<file path="config.mk">
export PLATFORM = sky130hd
export DESIGN_NAME = pio_handshake_master
export DESIGN_NICKNAME = d
export VERILOG_FILES = /design/src/rtl/pio_msg_pkg.sv /design/src/rtl/pio_wait_counter.sv /design/src/rtl/pio_handshake_master.sv
export SDC_FILE = /design/constraint.sdc
export NUM_CORES = 1
export LEC_CHECK = 0
export ABC_AREA = 1
export CAP_MARGIN = 20
export CORE_ASPECT_RATIO = 1.25
export CORE_MARGIN = 8
export CORE_UTILIZATION = 35
export CTS_CLUSTER_SIZE = 10
export DETAILED_ROUTE_END_ITERATION = 8
export PLACE_DENSITY = 0.7
export SLEW_MARGIN = 20
export SYNTH_ARGS = -nofsm -noshare
export SYNTH_HDL_FRONTEND = slang
export SYNTH_SLANG_ARGS = --single-unit
</file>
<file path="constraint.sdc">
create_clock -name clock -period 2.5 [get_ports clock]
set_input_delay 0.75 -clock clock [delete_from_list [all_inputs] [get_ports clock]]
set_output_delay 0.75 -clock clock [all_outputs]
set_load 0.1 [all_outputs]
</file>
<file path="src/rtl/pio_msg_pkg.sv">
// pio_msg_pkg
// Shared definitions for the ARM/FPGA PIO message handshake: default command
// codes, response tags, the requester state encoding and a tag helper.
// Used by the requester, the responder and the bench.
package pio_msg_pkg;

    localparam logic [31:0] REQ_CODE  = 32'h0000_0001;
    localparam logic [31:0] READ_CODE = 32'h0000_0201;
    localparam logic [15:0] ACK_TAG   = 16'h0002;
    localparam logic [15:0] DATA_TAG  = 16'h0003;

    localparam int CNT_W = 16;
    localparam logic [CNT_W-1:0] CNT_ZERO = 16'd0;
    localparam logic [CNT_W-1:0] CNT_ONE  = 16'd1;
    localparam logic [CNT_W-1:0] CNT_MAX  = 16'hFFFF;

    typedef enum logic [2:0] {
        ST_IDLE = 3'd0,
        ST_REQ  = 3'd1,
        ST_HOLD = 3'd2,
        ST_READ = 3'd3,
        ST_FIN  = 3'd4,
        ST_ERR  = 3'd5
    } pio_master_state_t;

    // Upper half of a response word carries the message tag.
    function automatic logic [15:0] pio_tag(input logic [31:0] word);
        return word[31:16];
    endfunction

endpackage

</file>
<file path="src/rtl/pio_wait_counter.sv">
// pio_wait_counter
// 16-bit saturating cycle counter used for the hold interval and the wait
// timeouts.
// Ports:
//   clock  - rising-edge clock
//   resetn - synchronous active-low reset, clears the count
//   clr    - synchronous clear, wins over en
//   en     - count this cycle
//   limit  - number of cycles that constitutes a hit (>= 1)
//   hit    - high during the limit-th cycle since the last clear
module pio_wait_counter
    import pio_msg_pkg::*;
(
    input  logic             clock,
    input  logic             resetn,
    input  logic             clr,
    input  logic             en,
    input  logic [CNT_W-1:0] limit,
    output logic             hit
);

    logic [CNT_W-1:0] count_r;
    logic             hit_s;

    // Count register: clear has priority; parks at all-ones instead of wrapping.
    always_ff @(posedge clock) begin
        if (!resetn) begin
            count_r <= CNT_ZERO;
        end else if (clr) begin
            count_r <= CNT_ZERO;
        end else if (en && (count_r != CNT_MAX)) begin
            count_r <= count_r + CNT_ONE;
        end else begin
            count_r <= count_r;
        end
    end

    // The count is cleared on the entry edge, so it reads limit-1 during the
    // limit-th cycle spent in the state.
    always_comb begin
        hit_s = (count_r >= (limit - CNT_ONE));
    end

    assign hit = hit_s;

endmodule

</file>
<file path="src/rtl/pio_handshake_master.sv">
// pio_handshake_master
// Requester-side handshake FSM standing in for the ARM side of the ARM/FPGA
// buffer: REQ_CODE -> wait ack -> idle hold -> READ_CODE -> wait data ->
// capture payload.
// Ports:
//   clock      - rising-edge clock
//   resetn     - synchronous active-low reset
//   start      - begin a transaction (sampled in IDLE only)
//   respPio    - responder output PIO word (tag in [31:16], payload in [15:0])
//   cmdPio     - registered command word to the responder
//   busy       - high in every state except IDLE
//   done       - one-cycle pulse on successful completion
//   timeoutErr - one-cycle pulse when a wait state times out
//   result     - last captured payload
module pio_handshake_master #(
    parameter logic [31:0] REQ_CODE    = pio_msg_pkg::REQ_CODE,
    parameter logic [31:0] READ_CODE   = pio_msg_pkg::READ_CODE,
    parameter logic [15:0] ACK_TAG     = pio_msg_pkg::ACK_TAG,
    parameter logic [15:0] DATA_TAG    = pio_msg_pkg::DATA_TAG,
    parameter int          HOLD_CYCLES = 8,
    parameter int          TIMEOUT     = 1024
) (
    input  logic        clock,
    input  logic        resetn,
    input  logic        start,
    input  logic [31:0] respPio,
    output logic [31:0] cmdPio,
    output logic        busy,
    output logic        done,
    output logic        timeoutErr,
    output logic [15:0] result
);

    import pio_msg_pkg::*;

    localparam logic [CNT_W-1:0] HOLD_LIM = CNT_W'(HOLD_CYCLES);
    localparam logic [CNT_W-1:0] TO_LIM   = CNT_W'(TIMEOUT);

    pio_master_state_t state_r;
    pio_master_state_t next_s;

    logic [31:0] cmd_r;
    logic [31:0] cmd_next_s;
    logic        busy_r;
    logic        done_r;
    logic        terr_r;
    logic [15:0] result_r;

    logic        clr_s;
    logic        hold_en_s;
    logic        to_en_s;
    logic        hold_hit_s;
    logic        to_hit_s;
    logic        ack_seen_s;
    logic        data_seen_s;
    logic        capture_s;

    // Tag decode of the responder word.
    always_comb begin
        ack_seen_s  = (pio_tag(respPio) == ACK_TAG);
        data_seen_s = (pio_tag(respPio) == DATA_TAG);
    end

    // Next-state logic; an expected tag beats a timeout on the same cycle.
    always_comb begin
        next_s = state_r;
        case (state_r)
            ST_IDLE: begin
                if (start) begin
                    next_s = ST_REQ;
                end else begin
                    next_s = ST_IDLE;
                end
            end
            ST_REQ: begin
                if (ack_seen_s) begin
                    next_s = ST_HOLD;
                end else if (to_hit_s) begin
                    next_s = ST_ERR;
                end else begin
                    next_s = ST_REQ;
                end
            end
            ST_HOLD: begin
                if (hold_hit_s) begin
                    next_s = ST_READ;
                end else begin
                    next_s = ST_HOLD;
                end
            end
            ST_READ: begin
                if (data_seen_s) begin
                    next_s = ST_FIN;
                end else if (to_hit_s) begin
                    next_s = ST_ERR;
                end else begin
                    next_s = ST_READ;
                end
            end
            ST_FIN:  next_s = ST_IDLE;
            ST_ERR:  next_s = ST_IDLE;
            default: next_s = ST_IDLE;
        endcase
    end

    // Counter control: both counters restart on every state change, so each
    // wait is measured from its own entry edge.
    always_comb begin
        clr_s     = (next_s != state_r);
        hold_en_s = (state_r == ST_HOLD);
        to_en_s   = (state_r == ST_REQ) || (state_r == ST_READ);
        capture_s = (state_r == ST_READ) && data_seen_s;
    end

    // Command word for the state being entered, so cmdPio is registered yet
    // lines up with the state.
    always_comb begin
        cmd_next_s = 32'h0000_0000;
        case (next_s)
            ST_REQ:  cmd_next_s = REQ_CODE;
            ST_READ: cmd_next_s = READ_CODE;
            default: cmd_next_s = 32'h0000_0000;
        endcase
    end

    pio_wait_counter u_hold_cnt (
        .clock  (clock),
        .resetn (resetn),
        .clr    (clr_s),
        .en     (hold_en_s),
        .limit  (HOLD_LIM),
        .hit    (hold_hit_s)
    );

    pio_wait_counter u_timeout_cnt (
        .clock  (clock),
        .resetn (resetn),
        .clr    (clr_s),
        .en     (to_en_s),
        .limit  (TO_LIM),
        .hit    (to_hit_s)
    );

    // State and registered outputs; reset suppresses any pending pulse.
    always_ff @(posedge clock) begin
        if (!resetn) begin
            state_r  <= ST_IDLE;
            cmd_r    <= 32'h0000_0000;
            busy_r   <= 1'b0;
            done_r   <= 1'b0;
            terr_r   <= 1'b0;
            result_r <= 16'h0000;
        end else begin
            state_r  <= next_s;
            cmd_r    <= cmd_next_s;
            busy_r   <= (next_s != ST_IDLE);
            done_r   <= (next_s == ST_FIN);
            terr_r   <= (next_s == ST_ERR);
            if (capture_s) begin
                result_r <= respPio[15:0];
            end else begin
                result_r <= result_r;
            end
        end
    end

    assign cmdPio     = cmd_r;
    assign busy       = busy_r;
    assign done       = done_r;
    assign timeoutErr = terr_r;
    assign result     = result_r;

endmodule

</file>
== Word level (Yosys, flattened, before mapping) ==
Cells that the tools add are included.
Word-level totals
  register bits: 86
  output and inout bits: 51
  word-level logic and storage cells: 40
Cells by class
  add/sub/neg operators: 2
  $lt $le $gt $ge: 2
  equality and inequality tests: 12
  mux-type cells: 8
  bitwise logic cells: 1
  reductions and logical operators: 7
Operator list (number)
  $add A16 B1 Y16 const B: 2
  $eq A16 B2 Y1 const B: 2
  $ne A16 B16 Y1 const B: 2
  $pmux W10 S2: 1
  $ge A16 B10 Y1 const B: 1
  $ge A16 B3 Y1 const B: 1
  $mux W3: 4
  $pmux W3 S4: 1
  $eq A3 B2 Y1 const B: 3
  $eq A3 B1 Y1 const B: 2
  $eq A3 B3 Y1 const B: 2
  $logic_and A1 B1 Y1: 3
  $logic_not A3 Y1: 1
  $ne A3 B3 Y1: 1
  $reduce_bool A3 Y1: 1
  $mux W1: 2
  $reduce_or A2 Y1: 1
  $logic_or A1 B1 Y1: 1
  $not A1 Y1: 1

== Depth between registers and ports, before layout ==
  depth in word-level cells: 6
  gate-level depth with buffers: 13
  gate-level depth less buffers: 12

== By module ==
Synthesis repeated with hierarchy kept, for this count alone.
Second synthesis, totals
  cell total of the unflattened synthesis: 722
  area total of the unflattened synthesis: 4642.0 um2
Modules (own cells, without submodules)
  pio_wait_counter: instances 2, cells an instance 276, area an instance 1681.6 um2, sequential area each 320.3 um2
  pio_handshake_master: instances 1, cells an instance 170, area an instance 1278.7 um2, sequential area each 480.5 um2

== Least setup slack after synthesis ==
OpenSTA, ideal clock, no wires.
  path kind: input port to flip-flop
  from: input port respPio[31]
  to: register u_hold_cnt.count_r[0]
  setup time: 0.118 ns
  arrival: 1.727 ns
  data required time: 2.382 ns
  slack: 0.655 ns
  stages on the path: 9
  path buffers: 1
  path through: nor2_1 nand2_1 nor2_4 nand2_1 a21oi_2 nand3_1 nand2_4 buf_6 nor3_2
On the way
  cells in the longest elaborated chain, start to end: 5
RTL lines
  start, declared: RTL line pio_handshake_master.sv:26  | input logic [31:0] respPio,
  $eq A16 B2 Y1, on equally long branches: RTL line pio_handshake_master.sv:61, pio_handshake_master.sv:60
  $mux W3, on equally long branches: RTL line pio_handshake_master.sv:92, pio_handshake_master.sv:76
  $pmux W3 S4 (*): RTL line pio_handshake_master.sv:67  | case (state_r)
  $ne A3 B3 Y1 (*): RTL line pio_handshake_master.sv:109  | clr_s = (next_s != state_r);
  $reduce_or A2 Y1 (no line) (*)
  end signal, assigned: RTL line pio_wait_counter.sv:32  | count_r <= count_r + CNT_ONE;
  end signal, assigned: RTL line pio_wait_counter.sv:34  | count_r <= count_r;
  end, declared: RTL line pio_wait_counter.sv:22  | logic [CNT_W-1:0] count_r;
Mark *: on every way between the ends. The rest lies on a longest branch, timed or not.
A chain may end at the register's enable or synchronous reset.

== Final worst setup path ==
  from: input port respPio[16]
  to: register u_timeout_cnt.count_r[13]
On the way
  cells in the longest elaborated chain, start to end: 5
RTL lines (RTL line)
  $eq A16 B2 Y1, on equally long branches: pio_handshake_master.sv:61, pio_handshake_master.sv:60
  $mux W3, on equally long branches: pio_handshake_master.sv:92, pio_handshake_master.sv:76
  $pmux W3 S4 (*): pio_handshake_master.sv:67
  $ne A3 B3 Y1 (*): pio_handshake_master.sv:109
  $reduce_or A2 Y1 (no line) (*)
  end signal, assigned: pio_wait_counter.sv:32
  end signal, assigned: pio_wait_counter.sv:34
  end, declared: pio_wait_counter.sv:22
Marks and branches as above.

==> flow_metrics.env <==
export IMPL_final_net_count=592
export IMPL_cts_buffers=5
export IMPL_critical_path_s_largest_stage_delay_ns=0.48
export IMPL_remaining_drc_errors=0
export IMPL_final_hold_viol_count=0
export IMPL_cell_variety_after_synth=35
export IMPL_detail_route_antenna_nets=0
export IMPL_critPathCaptureType="register"
export IMPL_cp_depth=14
export IMPL_h_tree_depth=2
export IMPL_areaGrowthSynthToFinish_pct=18.9
export IMPL_worst_clock_skew_ns=0.00476
export IMPL_grt_max_degree=33
export IMPL_die_area_um2=13600
export IMPL_detailroute_via_count=3052
export IMPL_postLayoutCellArea_um2=4200
export IMPL_mostFrequentLayoutCell="sky130_fd_sc_hd__nand2_1"
export IMPL_dp_final_hpwl_um=5770
export IMPL_layout_worst_path_cycle_share=0.853
export IMPL_drive_above_1_share=0.169
export IMPL_crit_family="simple AND/OR/NAND/NOR gates"
export IMPL_yosysWarningCount=0
export IMPL_buffer_ports_inserted=55
export IMPL_sequential_cell_area_um2=1120
export IMPL_insertedDiodeCount=0
export IMPL_grt_util_all_layers=0.109
export IMPL_slowest_stage_cell_cp="sky130_fd_sc_hd__clkdlybuf4s50_1"
export IMPL_dpl_instance_area_um2=4050
export IMPL_insertion_delay_ns=0.30
export IMPL_grt_setup_unrepaired="no"
export IMPL_most_prevalent_standard_cell_on_the_critical_path="sky130_fd_sc_hd__nand2_1"
export IMPL_std_cell_rows=41
export IMPL_worst_endpoint_arrival_ns=2.36
export IMPL_postSynthCellCount=502
export IMPL_outcome="complete, no violations"
export IMPL_routed_wire_length_per_instance_um=10.7
export IMPL_crit_chain="clkdlybuf4s50_1, nand2_1, inv_1, nand2_1, nor2_1, nand2_1, nand2_1, nand2_1, inv_1, nand2_2, nand2_2, nand2_4, buf_12, nor3_2"
export IMPL_critical_path_startpoint_type="input port"
export IMPL_tritoncts="done"
export IMPL_ctsHoldBuffers=0
export IMPL_numClockSinks=56
export IMPL_wire_length_of_the_first_global_routing_pass_um=12600
export IMPL_multi_input_area_um2=1900
export IMPL_number_of_synthesized_register_bits=56
export IMPL_grt_ovfl_total=0
export IMPL_fin_total_pwr_mw=2.04
export IMPL_die_width_um=106
export IMPL_min_path_cells=2
export IMPL_final_period_minus_worst_setup_slack_ns=2.13
export IMPL_worstPathRequired_ns=2.73
export IMPL_max_cap_violations=0
export IMPL_cellLeakagePower_nw=1.56
export IMPL_peakVddDrop_mv=0.280
export IMPL_worstPathMaxFanout=21
export IMPL_worst_path_buf_inv=4
export IMPL_hold_path_class="register to register"
export IMPL_drt_iter0_markers=140
export IMPL_clkTransAtPathRegs_ns=0.07
export IMPL_cellPowerDensity_nw_per_um2=485
export IMPL_post_synth_cell_area_avg_um2=7.04
export IMPL_fmax_mhz=469
export IMPL_grt_antenna_before_repair=0
export IMPL_detailed_route_vias_per_instance=4.46
export IMPL_report_final_slew_viol_count=0
export IMPL_fillCellCount=1035
export IMPL_tns_ns=0
export IMPL_ios=86
export IMPL_core_area_um2=9950
export IMPL_floorplan_initialDensity=0.355
export IMPL_cts_path_max_buffers=2
export IMPL_synth_seq_area_share=0.317
export IMPL_ctsRootBufferMaster="sky130_fd_sc_hd__clkbuf_16"
export IMPL_detailed_route_wire_length_um=7350
export IMPL_final_setup_fails=0
export IMPL_dieHeight_um=128
export IMPL_layout_core_utilization=0.422
export IMPL_layout_common_cells="106 x sky130_fd_sc_hd__nand2_1, 68 x sky130_fd_sc_hd__inv_1, 57 x sky130_fd_sc_hd__nor2_1, 56 x sky130_fd_sc_hd__dfxtp_1, 34 x sky130_fd_sc_hd__clkdlybuf4s50_1"
export IMPL_synth_area_um2=3540
export IMPL_detail_route_first_pass_iterations=4
export IMPL_gp_weighted_congestion=0.857
export IMPL_post_cts_setup_buffer_count=0
export IMPL_holdWs_ns=0.447
export IMPL_grt_pass1_vias=2903
export IMPL_reg2reg_depth=9
export IMPL_post_cts_resized=0
export IMPL_timing_worst_setup_path_type="input port to register"
[cell usage after synthesis, drive strengths merged]
master / instances / area share
nand4: 6 / 0.011
and2: 2 / 0.0035
conb: 1 / 0.0011
nor2: 64 / 0.079
inv: 71 / 0.075
xor2: 7 / 0.017
buf: 41 / 0.096
o21ai: 34 / 0.049
xnor2: 7 / 0.017
nand3b: 1 / 0.0021
nand2: 116 / 0.13
a21o: 3 / 0.0064
a21oi: 20 / 0.029
dfxtp: 56 / 0.32
nor3: 39 / 0.10
clkbuf: 4 / 0.0042
ha: 2 / 0.0071
nand3: 25 / 0.042
o21bai: 3 / 0.0096
[power by group]
group	switching [mW]	internal [mW]
clock	0.340	0.374
sequential	0.00433	0.897
combinational	0.324	0.100
[final cells by class]
cell class	instances	share of cell area
Tap cell	129	0.0384
Multi-Input combinational cell	359	0.453
Sequential cell	56	0.267
Clock inverter	3	0.00566
Inverter	71	0.0634
Timing Repair Buffer	62	0.143
Clock buffer	5	0.0298
[layer usage]
layer	track usage	vias up	wire, µm
li1	-	1610	-
met1	0.113	1360	3060
met2	0.201	71	3660
met3	0.0300	11	480
met4	0.0456	0	150
met5	0	-	0
[through the flow]
stage | instances | setup WS (ns)
floorplan | 531 | 0.655
detailed placement | 677 | 0.0802
global route | 685 | 0.147
finish | 685 | 0.368
global placement | 677 | 0.104
CTS | 685 | 0.392
[sequential cells by signal (all words and copies together) (netlist names)]
| register | cells |
|---|---|
| result | 16 |
| u_hold_cnt.count_r | 16 |
| u_timeout_cnt.count_r | 16 |
| state_r | 3 |
| cmdPio | 2 |
| busy | 1 |
| done | 1 |
| timeoutErr | 1 |
[cells by family (layout without fill, tap and decap cells)]
group,after synthesis,count (layout),synth area share
fa+ha+maj,2,2,0.00708
flops,56,56,0.317
other cells,1,30,0.00106
compound gates,60,60,0.0945
buf+inv,116,141,0.175
xor+xnor,14,14,0.0347
simple gates,253,253,0.370
[worst min-delay path, stage by stage (launching register included)]
cell and delay (ns):
sky130_fd_sc_hd__dfxtp_1 0.31, sky130_fd_sc_hd__inv_1 0.05, sky130_fd_sc_hd__a21oi_1 0.05
[final timing paths]
path	from	slack [ns]	end
worst min-delay path	result[9]	0.45	result[9]
worst max-delay path	respPio[16]	0.37	u_timeout_cnt.count_r[13]
worst max register to register	u_hold_cnt.count_r[0]	0.68	u_hold_cnt.count_r[2]
worst min register to register	result[9]	0.45	result[9]
Power figures use the tool's default switching activity.
